## config.mk

```make
export PLATFORM = sky130hd
export DESIGN_NAME = vec_id_tagger
export DESIGN_NICKNAME = d
export VERILOG_FILES = /design/src/rtl/vec_id_tagger.sv
export SDC_FILE = /design/constraint.sdc
export NUM_CORES = 1
export LEC_CHECK = 0
export BUFFER_PORTS_ARGS = -buffer_cell sky130_fd_sc_hd__buf_2
export CORE_MARGIN = 4
export CORE_UTILIZATION = 35
export DETAILED_ROUTE_END_ITERATION = 6
export PLACE_DENSITY_LB_ADDON = 0.3
export SYNTH_ARGS = -nofsm -noshare
export SYNTH_HDL_FRONTEND = slang
export SYNTH_SLANG_ARGS = --single-unit
export TNS_END_PERCENT = 1
```

## constraint.sdc

```tcl
create_clock -name clk -period 4.5 [get_ports clk]
set_input_delay 0.45 -clock clk [delete_from_list [all_inputs] [get_ports clk]]
set_output_delay 0.45 -clock clk [all_outputs]
set_load 0.05 [all_outputs]
```

## src/rtl/vec_id_tagger.sv

```systemverilog
// vec_id_tagger: tags streamed elements with a sequential modulo-2^N vector ID
// and a last-of-vector flag, driven by per-vector length descriptors.
module vec_id_tagger #(
   parameter int N      = 3,
   parameter int LEN_W  = 8,
   parameter int DATA_W = 16
) (
   input  logic              clk,
   input  logic              rst_n,
   input  logic              len_valid,
   output logic              len_ready,
   input  logic [LEN_W-1:0]  len,
   input  logic              in_valid,
   output logic              in_ready,
   input  logic [DATA_W-1:0] in_data,
   output logic              out_valid,
   input  logic              out_ready,
   output logic [DATA_W-1:0] out_data,
   output logic [N-1:0]      out_id,
   output logic              out_last,
   output logic              busy
);
   typedef enum logic {IDLE, ACTIVE} state_t;
   state_t            r_state, w_next_state;
   logic [N-1:0]      r_cur_id;
   logic [LEN_W-1:0]  r_remaining;
   logic              r_out_valid, r_out_last;
   logic [DATA_W-1:0] r_out_data;
   logic [N-1:0]      r_out_id;
   logic              w_len_xfer, w_in_xfer, w_last, w_len_zero, w_id_inc;
   assign w_len_xfer = len_valid && len_ready;
   assign w_in_xfer  = in_valid && in_ready;
   assign w_last     = r_remaining == LEN_W'(1);
   assign w_len_zero = len == '0;
   // An empty vector still consumes an ID so adjacent vectors never share one.
   assign w_id_inc   = (w_len_xfer && w_len_zero) || (w_in_xfer && w_last);
   assign out_valid  = r_out_valid;
   assign out_data   = r_out_data;
   assign out_id     = r_out_id;
   assign out_last   = r_out_last;
   always_ff @(posedge clk or negedge rst_n)
      if (!rst_n) r_state <= IDLE;
      else        r_state <= w_next_state;
   always_comb
      w_next_state = (r_state == IDLE) ? ((w_len_xfer && !w_len_zero) ? ACTIVE : IDLE)
                                       : ((w_in_xfer && w_last) ? IDLE : ACTIVE);
   always_comb begin
      len_ready = r_state == IDLE;
      in_ready  = (r_state == ACTIVE) && (!r_out_valid || out_ready);
      busy      = r_state == ACTIVE;
   end
   always_ff @(posedge clk or negedge rst_n)
      if (!rst_n) begin
         r_cur_id    <= '0;
         r_remaining <= '0;
         r_out_valid <= 1'b0;
         r_out_data  <= '0;
         r_out_id    <= '0;
         r_out_last  <= 1'b0;
      end else begin
         if (w_id_inc) r_cur_id <= r_cur_id + 1'b1;
         if (w_len_xfer && !w_len_zero) r_remaining <= len;
         else if (w_in_xfer)            r_remaining <= r_remaining - 1'b1;
         if (w_in_xfer) begin
            r_out_valid <= 1'b1;
            r_out_data  <= in_data;
            r_out_id    <= r_cur_id;
            r_out_last  <= w_last;
         end else if (out_ready) r_out_valid <= 1'b0;
      end
endmodule
```

==> flow_summary.json, run 1 <==
{
  "die_h_um": 75.0,
  "cts_tree": "done",
  "crit_type": "register to register",
  "pwr-share-seq_pct": 36.4,
  "ys_types": 36,
  "utilization_pct": 44.7,
  "overflow": 0,
  "die_w_um": 75.0,
  "cts_hold_buf": 0,
  "synth_top_cell_by_area": "dfrtp_1",
  "synth_seq_cells": 33,
  "setup_viol": 0,
  "grt_pass1_vias": 1294,
  "synth_edf_count": 0,
  "hold_viol": 0,
  "synth_top_area_share_pct": 52.6,
  "cts_resized": 0,
  "path_cells": "nand3_1, o21ai_1, mux2_1",
  "dieArea_um2": 5620,
  "placementRows": 24,
  "status": "complete, no violations",
  "min_period_over_period_pct": 47.5,
  "async_flop_share_pct": 100,
  "num-nets-final": 255,
  "drive_above_1_share_pct": 28.8,
  "skew_ns": 0.00657,
  "power_density_nw_per_um2": 707,
  "syn_area_per_cell_um2": 9.28,
  "grt_start_max_net_pins": 34,
  "worstPathArrival_ns": 2.30,
  "crit_family": "simple AND/OR/NAND/NOR gates",
  "max_freq_mhz": 468,
  "grt_first_pass_wirelength_um": 5850,
  "register_area_um2": 826,
  "pin_count": 53,
  "wire_per_inst_um": 13.3,
  "cts.sinks": 33,
  "slowest_delay_ns": 0.71,
  "routed-via-count": 1373,
  "antenna_found_initial": 0,
  "area_growth_pct": 24.1,
  "firstDrtPassIters": 4,
  "clk_pin_slew_ns": 0.07,
  "rsz0062_at_grt": "false",
  "slew_violations": 0,
  "grt_usage_pct": 14.1,
  "tns_ns": 0,
  "power_switching_uw": 676,
  "layoutNonFillerInstCount": 274,
  "synthTopCellsByArea": "dfrtp_1 (53%), nand2_1 (15%), a221o_1 (2.6%), ha_1 (2.4%), nor3_1 (2.2%)",
  "vias_per_cell": 5.01,
  "crit_path_max_fanout": 25,
  "h-tree-depth": 2,
  "final_cell_mix": "nand2_1 (62), buf_2 (52), dfrtp_1 (33)",
  "worst_pin_slew_ns": 0.952,
  "cp.required_ns": 4.66,
  "ys_warn_count": 0,
  "syn_area_um2": 1570,
  "synth_top_flop_cell": "dfrtp_1",
  "placement.io_buffers": 52,
  "cts-root-buf": "clkbuf_8",
  "slew_headroom_pct": 36.3,
  "post_cts_buffers": 0,
  "p_sw_share_pct": 49.1,
  "mostFrequentLayoutCell": "nand2_1",
  "clkLatencyLatePin_ns": 0.28,
  "numCtsBuffers": 5,
  "syn_inst": 169,
  "multi_input_area_um2": 688,
  "crit_buf_inv": 0,
  "fin_total_pwr_mw": 1.38,
  "ant_nets": 0,
  "place_congestion": 0.829,
  "endpoint_kind": "register",
  "layout_min_cycle_time_ns": 2.14,
  "core_area_um2": 4350,
  "cp_slowest_cell": "nand3_1",
  "start_util_pct": 36.0,
  "hold_class": "primary input to asynchronous set/reset pin",
  "p_leak_nw": 1.04,
  "clkPwrFrac_pct": 14.7,
  "drc": 0,
  "drt_iter0_drc": 79,
  "hold_ws_ns": 0.226,
  "start_kind": "register",
  "antenna_cells": 0,
  "fillerInstances": 463,
  "cap_viol_max_count": 0,
  "p_comb_share_pct": 48.9,
  "syn-num-nets": 201,
  "synth-seq-area-share_pct": 52.6,
  "routed_wl_um": 3650,
  "ir_worst_vdd_mv": 0.190,
  "dpl.hpwl_um": 2590,
  "cts_buffer_depth": 2,
  "dp_cells": 268,
  "p_int_uw": 702
}
-- through the flow --
stage                     area (um^2)  setup WS, ns
after floorplan                  1570          2.19
after global placement           1870          2.24
after detailed placement         1870          2.17
after CTS                        1950          2.30
after global routing             1950          2.12
final                            1950          2.36
-- final cells by class --
type | instances | area share [%]
clock buffer | 5 | 3.53
clock inverter | 1 | 0.257
inverter | 7 | 1.35
multi-input combinational | 123 | 35.3
sequential | 33 | 42.4
tap | 52 | 3.34
timing repair buffer | 53 | 13.8
-- routing by layer --
metal	vias up	GRT usage, %	part of all wire, %
met5	-	0	0
met4	0	7.31	2.1
met3	6	4.94	7.0
met2	41	21.2	46
met1	653	17.7	45
li1	673	-	-
-- final timing paths --
kind | start | end | slack (ns) | cells after the start
worst max-delay path | busy | r_cur_id[1] | 2.36 | 3
worst min-delay path | rst_n | r_remaining[7] | 0.23 | 1
min in group clk | in_data[15] | out_data[15] | 0.36 | 3
worst min register to register | r_cur_id[2] | r_cur_id[2] | 0.47 | 1
max in group asynchronous | rst_n | out_data[2] | 3.80 | 1
worst max register to register | busy | r_cur_id[1] | 2.36 | 3
-- power by group through the flow --
stage | combinational (mW) | clock [mW] | sequential [mW]
2_1_floorplan | 0.264 | 0 | 0.747
3_3_place_gp | 0.671 | 0 | 0.503
3_5_place_dp | 0.678 | 0 | 0.504
4_1_cts | 0.680 | 0.211 | 0.501
5_1_grt | 0.733 | 0.227 | 0.518
6_report | 0.674 | 0.202 | 0.501
-- kinds of logic after synthesis --
group	count (synthesis)	synth area share (%)
compound gates	19	9.97
fa+ha+maj	3	2.39
flops	33	52.6
mux	3	2.15
xor+xnor	2	1.12
simple gates	96	28.2
buf+inv	13	3.51
-- flip-flops by register name (all words and copies together) (netlist names) --
register / flops
out_valid: 1
r_cur_id: 3
out_data: 16
busy: 1
out_id: 3
out_last: 1
r_remaining: 8
-- cell usage after synthesis (2+ instances only) --
cell type	number
nand3_1	4
nor3_1	7
a221o_1	4
nor2b_1	2
buf_2	2
nand4_1	2
a2111oi_0	2
a221oi_1	2
clkbuf_1	3
dfrtp_1	33
ha_1	3
mux2_1	2
nor4_2	2
nor2_1	6
and3_1	2
nor3b_1	2
nand2b_1	3
inv_1	7
a21oi_1	3
nand2_1	62
No activity file was read; power rests on OpenSTA's default activity.
==> run 2, diff against run 1 <==
Clock period 4.5 ns to 1.85 ns, I/O delays scaled along.
==> run 2 against run 1 <==
Wire length rose by 0.47%. Hold slack got worse by 0.14 ns. First-iteration DRC count fell by 13%. Combinational power increased to 2.6 times the previous value. Clock power increased to 3.4 times the previous value. Maximum frequency grew 22%. Count of clock-buffer cells in the layout is 2 higher. Non-clock buffer count grew 10. Critical endpoint is now r_remaining[4].
==> flow_summary.json, run 2 (synthesized netlist as in run 1, its figures left out) <==
{
  "drive_above_1_share_pct": 32.5,
  "h-tree-depth": 2,
  "worstPathArrival_ns": 1.91,
  "grt_usage_pct": 13.9,
  "antenna_cells": 0,
  "cts_tree": "done",
  "grt_pass1_vias": 1252,
  "slew_violations": 0,
  "cap_viol_max_count": 0,
  "wire_per_inst_um": 12.8,
  "holdPathStages": 3,
  "placementRows": 24,
  "drt_iter0_drc": 69,
  "clkLatencyLatePin_ns": 0.28,
  "p_leak_nw": 1.11,
  "place_congestion": 0.817,
  "hold_viol": 0,
  "reg2reg_slack_ns": 0.11,
  "routed_wl_um": 3670,
  "grt_start_max_net_pins": 34,
  "p_comb_share_pct": 47.6,
  "cts_buffer_depth": 2,
  "start_kind": "register",
  "slew_headroom_pct": 51.6,
  "skew_ns": 0.00478,
  "grt_first_pass_wirelength_um": 5810,
  "ant_nets": 0,
  "rr_worst_depth": 6,
  "firstDrtPassIters": 4,
  "worst_pin_slew_ns": 0.726,
  "routed-via-count": 1403,
  "post_cts_buffers": 0,
  "setup_viol": 0,
  "die_w_um": 75.0,
  "cp_slowest_cell": "dfrtp_1",
  "cts.sinks": 33,
  "hold_class": "primary input to register",
  "path_cells": "inv_2, ha_1, or3b_1, nor3b_1, mux2_2, a221o_1",
  "core_area_um2": 4350,
  "start_util_pct": 36.0,
  "final_cell_mix": "nand2_1 (62), buf_2 (52), dfrtp_1 (33)",
  "layout_min_cycle_time_ns": 1.74,
  "dpl.hpwl_um": 2760,
  "crit_path_max_fanout": 3,
  "p_sw_share_pct": 45.8,
  "max_freq_mhz": 573,
  "tns_ns": 0,
  "clkPwrFrac_pct": 19.1,
  "die_h_um": 75.0,
  "vias_per_cell": 4.91,
  "placement.io_buffers": 52,
  "antenna_found_initial": 0,
  "worst_hold_path.endpoint": "out_data[11]",
  "pwr-share-seq_pct": 33.4,
  "ir_worst_vdd_mv": 0.462,
  "cts-root-buf": "clkbuf_8",
  "fillerInstances": 416,
  "r2r-start": "r_remaining[1]",
  "area_growth_pct": 31.9,
  "power_density_nw_per_um2": 1750,
  "crit_type": "register to register",
  "dieArea_um2": 5620,
  "layout_setup_ws_ns": 0.106,
  "p_int_mw": 1.96,
  "largest_reg_flops": 16,
  "power_switching_mw": 1.66,
  "post-place-ws_ns": 0.0741,
  "endpoint_kind": "register",
  "min_period_over_period_pct": 94.3,
  "drc": 0,
  "r2r-end": "r_remaining[4]",
  "num-nets-final": 265,
  "pin_count": 53,
  "numCtsBuffers": 5,
  "rsz0062_at_grt": "false",
  "status": "complete, no violations",
  "slowest_delay_ns": 0.40,
  "min-delay-start": "in_data[11]",
  "overflow": 0,
  "clk_pin_slew_ns": 0.07,
  "cp.required_ns": 2.01,
  "mostFrequentLayoutCell": "nand2_1"
}
==> run 2: layout make-up <==
cell class | instances | area, um^2 | area share (%)
sequential | 33 | 826 | 39.9
multi-input combinational | 123 | 691 | 33.4
timing repair buffer | 63 | 345 | 16.7
clock buffer | 7 | 86.3 | 4.17
tap | 52 | 65.1 | 3.14
clock inverter | 1 | 30.0 | 1.45
inverter | 7 | 26.3 | 1.27
==> run 2: power groups by stage <==
stage          sequential, mW  combinational [mW]  clock [mW]
3_3_place_gp             1.20                1.72           0
2_1_floorplan            1.82               0.646           0
6_report                 1.21                1.72       0.690
5_1_grt                  1.24                1.87       0.747
4_1_cts                  1.20                1.74       0.717
3_5_place_dp             1.21                1.73           0
==> run 2: routing by layer <==
| metal | share of wire [%] | wire length [um] | GRT usage [%] | vias to the layer above |
|---|---|---|---|---|
| met3 | 7.7 | 284 | 4.27 | 6 |
| met5 | 0 | 0 | 0 | - |
| met1 | 45 | 1660 | 18.2 | 652 |
| met4 | 1.9 | 68 | 5.93 | 0 |
| met2 | 45 | 1650 | 21.3 | 44 |
| li1 | - | - | - | 701 |
==> run 2: critical path: cells and delay by family (launching register included) <==
kind,cells,cell delay [ns]
simple gates,2,0.49
buf+inv,1,0.08
fa+ha+maj,1,0.15
mux,1,0.25
flops,1,0.40
compound gates,1,0.25
==> run 2: worst max path at each step <==
stage | from | end | slack (ns) | cells past startpoint
floorplan | busy | in_ready | 0.02 | 2
global placement | r_remaining[1] | r_remaining[4] | 0.12 | 6
detailed placement | r_remaining[1] | r_remaining[4] | 0.07 | 6
CTS | r_remaining[1] | r_remaining[4] | 0.07 | 6
global route | r_remaining[1] | r_remaining[4] | 0.02 | 6
finish | r_remaining[1] | r_remaining[4] | 0.11 | 6
==> run 2: timing repair <==
item	CTS	global route
endpoints found under the hold margin	33	0
hold buffers	1	0
endpoints found under the setup margin	0	1
gates resized for setup	0	1
==> run 2: through the flow <==
step | cells | util [%] | hold slack (ns) | area [um^2] | total power, mW
after floorplan | 169 | - | -0.111 | 1570 | 2.46
after CTS | 286 | 47.5 | 0.0810 | 2070 | 3.66
after global routing | 286 | 47.5 | 0.0848 | 2070 | 3.86
final | 286 | 47.5 | 0.0904 | 2070 | 3.62
after detailed placement | 277 | 44.6 | 0.293 | 1940 | 2.94
after global placement | 277 | 44.6 | 0.294 | 1940 | 2.92
==> run 3, diff against run 2 <==
Settings changed: CORE_UTILIZATION 35 to 44.
==> run 3 against run 2 <==
Largest power group unchanged. Design area shrank 1.6%. First-iteration DRC count grew 35%. Maximum frequency decreased by 1.7%. Clock power fell by 19%. Largest cell class unchanged. Sequential power about the same. Flip-flop and latch count did not move. Setup slack worse by 0.031 ns. Total power decreased by 2.7%.
==> flow_summary.json, run 3 (synthesized netlist as in run 1, its figures left out) <==
{
  "drt_iter0_drc": 93,
  "slew_violations": 0,
  "power_switching_mw": 1.66,
  "antenna_found_initial": 0,
  "power_density_nw_per_um2": 1730,
  "crit_path_max_fanout": 4,
  "layout_min_cycle_time_ns": 1.78,
  "busiest_layer": "met2",
  "mostFrequentLayoutCell": "nand2_1",
  "status": "complete, no violations",
  "largest_reg_flops": 16,
  "worst_pin_slew_ns": 0.717,
  "grt_start_max_net_pins": 34,
  "routed-via-count": 1404,
  "dp_cells": 269,
  "cts-root-buf": "clkbuf_4",
  "drc": 0,
  "worstPathArrival_ns": 2.00,
  "firstDrtPassIters": 4,
  "p_comb_share_pct": 49.8,
  "layoutNonFillerInstCount": 279,
  "crit_type": "register to register",
  "cp.required_ns": 2.07,
  "antenna_cells": 0,
  "endpoint_kind": "register",
  "dieArea_um2": 4590,
  "cts_buffer_depth": 2,
  "final_cell_mix": "nand2_1 (62), buf_2 (52), dfrtp_1 (33)",
  "min_period_over_period_pct": 95.9,
  "cts_tree": "done",
  "p_int_mw": 1.86,
  "hold_class": "primary input to register",
  "overflow": 0,
  "rsz0062_at_grt": "false",
  "dpl.hpwl_um": 2680,
  "placement.io_buffers": 52,
  "pin_count": 53,
  "vias_per_cell": 5.03,
  "max_freq_mhz": 563,
  "die_w_um": 67.7,
  "slew_headroom_pct": 52.2,
  "hold_viol": 0,
  "drive_above_1_share_pct": 33.0,
  "area_growth_pct": 29.7,
  "h-tree-depth": 2,
  "core_area_um2": 3390,
  "hold_ws_ns": 0.0368,
  "die_h_um": 67.7,
  "routed_wl_um": 3610,
  "place_congestion": 0.838,
  "clkLatencyLatePin_ns": 0.33,
  "wire_per_inst_um": 12.9,
  "pwr-share-seq_pct": 34.3,
  "placed_area_um2": 1920,
  "clk_pin_slew_ns": 0.10,
  "grt_use_met2_pct": 29.4,
  "start_kind": "register",
  "grt_util_met3_pct": 5.32,
  "fin_area_um2": 2040,
  "use_met1_pct": 22.4,
  "skew_ns": 0.00319,
  "ir_worst_vdd_mv": 0.817,
  "setup_viol": 0,
  "num-nets-final": 264,
  "p_leak_nw": 1.09,
  "p_sw_share_pct": 47.2,
  "ant_nets": 0,
  "grt_pass1_vias": 1338,
  "numCtsBuffers": 5,
  "grt_usage_pct": 17.9,
  "fillerInstances": 315,
  "clkPwrFrac_pct": 15.9,
  "grt_first_pass_wirelength_um": 6060,
  "start_util_pct": 46.3,
  "placementRows": 21,
  "cap_viol_max_count": 0,
  "tns_ns": 0,
  "cts.sinks": 33
}
[run 3: cell types whose count changed in the layout (fill, tap and decap cells not counted), sizes merged]
cell,previous run,this run
buf,62,61
[run 3: worst max-delay path, cell delays in order (launching register included)]
cell and delay (ns):
dfrtp_1 0.40, inv_2 0.09, ha_4 0.14, or3b_1 0.37
nor3b_1 0.15, mux2_2 0.26, a221o_1 0.25
[run 3: final timing paths]
| kind | start | endpoint | slack, ns | cells past startpoint |
|---|---|---|---|---|
| max reg2reg | r_remaining[1] | r_remaining[4] | 0.07 | 6 |
| max in group asynchronous | rst_n | out_data[1] | 0.96 | 2 |
| min in group asynchronous | rst_n | r_remaining[5] | 0.44 | 2 |
| min | in_data[11] | out_data[11] | 0.04 | 3 |
| max | r_remaining[1] | r_remaining[4] | 0.07 | 6 |
| min reg2reg | r_cur_id[2] | r_cur_id[2] | 0.48 | 1 |
[run 3: final cells by class]
type	instances	area [um^2]	area share, %
flip-flops and latches	33	826	40.6
clock inverters	1	30.0	1.48
clock buffers	7	55.1	2.70
repair buffers	62	338	16.6
multi-input cells	123	703	34.5
well taps	46	57.6	2.83
inverters	7	26.3	1.29
[run 3: metrics by stage]
step	utilization, %	total power [mW]	setup WS [ns]
5_1_grt	60.1	3.78	0.00658
4_1_cts	59.8	3.53	0.00386
2_1_floorplan	-	2.46	0.0193
3_3_place_gp	56.7	2.90	0.0714
3_5_place_dp	56.7	2.93	0.0174
6_report	60.1	3.52	0.0749
[run 3: repair_timing]
item | in CTS | in global routing
hold endpoints to repair | 33 | 0
buffers inserted | 1 | 0
hold buffers | 1 | 0
resized for setup | 1 | 3
endpoints found under the setup margin | 1 | 1
cloned | 0 | 0
[run 3: routing by layer]
layer | up-vias | wire length, um
li1 | 698 | -
met3 | 5 | 250
met1 | 661 | 1470
met2 | 40 | 1830
met5 | - | 0
met4 | 0 | 55
[run 3: power by group through the flow]
| stage | combinational (mW) | clock, mW | sequential (mW) |
|---|---|---|---|
| final | 1.75 | 0.561 | 1.21 |
| after global routing | 1.90 | 0.619 | 1.26 |
| after CTS | 1.74 | 0.579 | 1.20 |
| after detailed placement | 1.72 | 0 | 1.22 |
| after global placement | 1.69 | 0 | 1.21 |
| after floorplan | 0.646 | 0 | 1.82 |
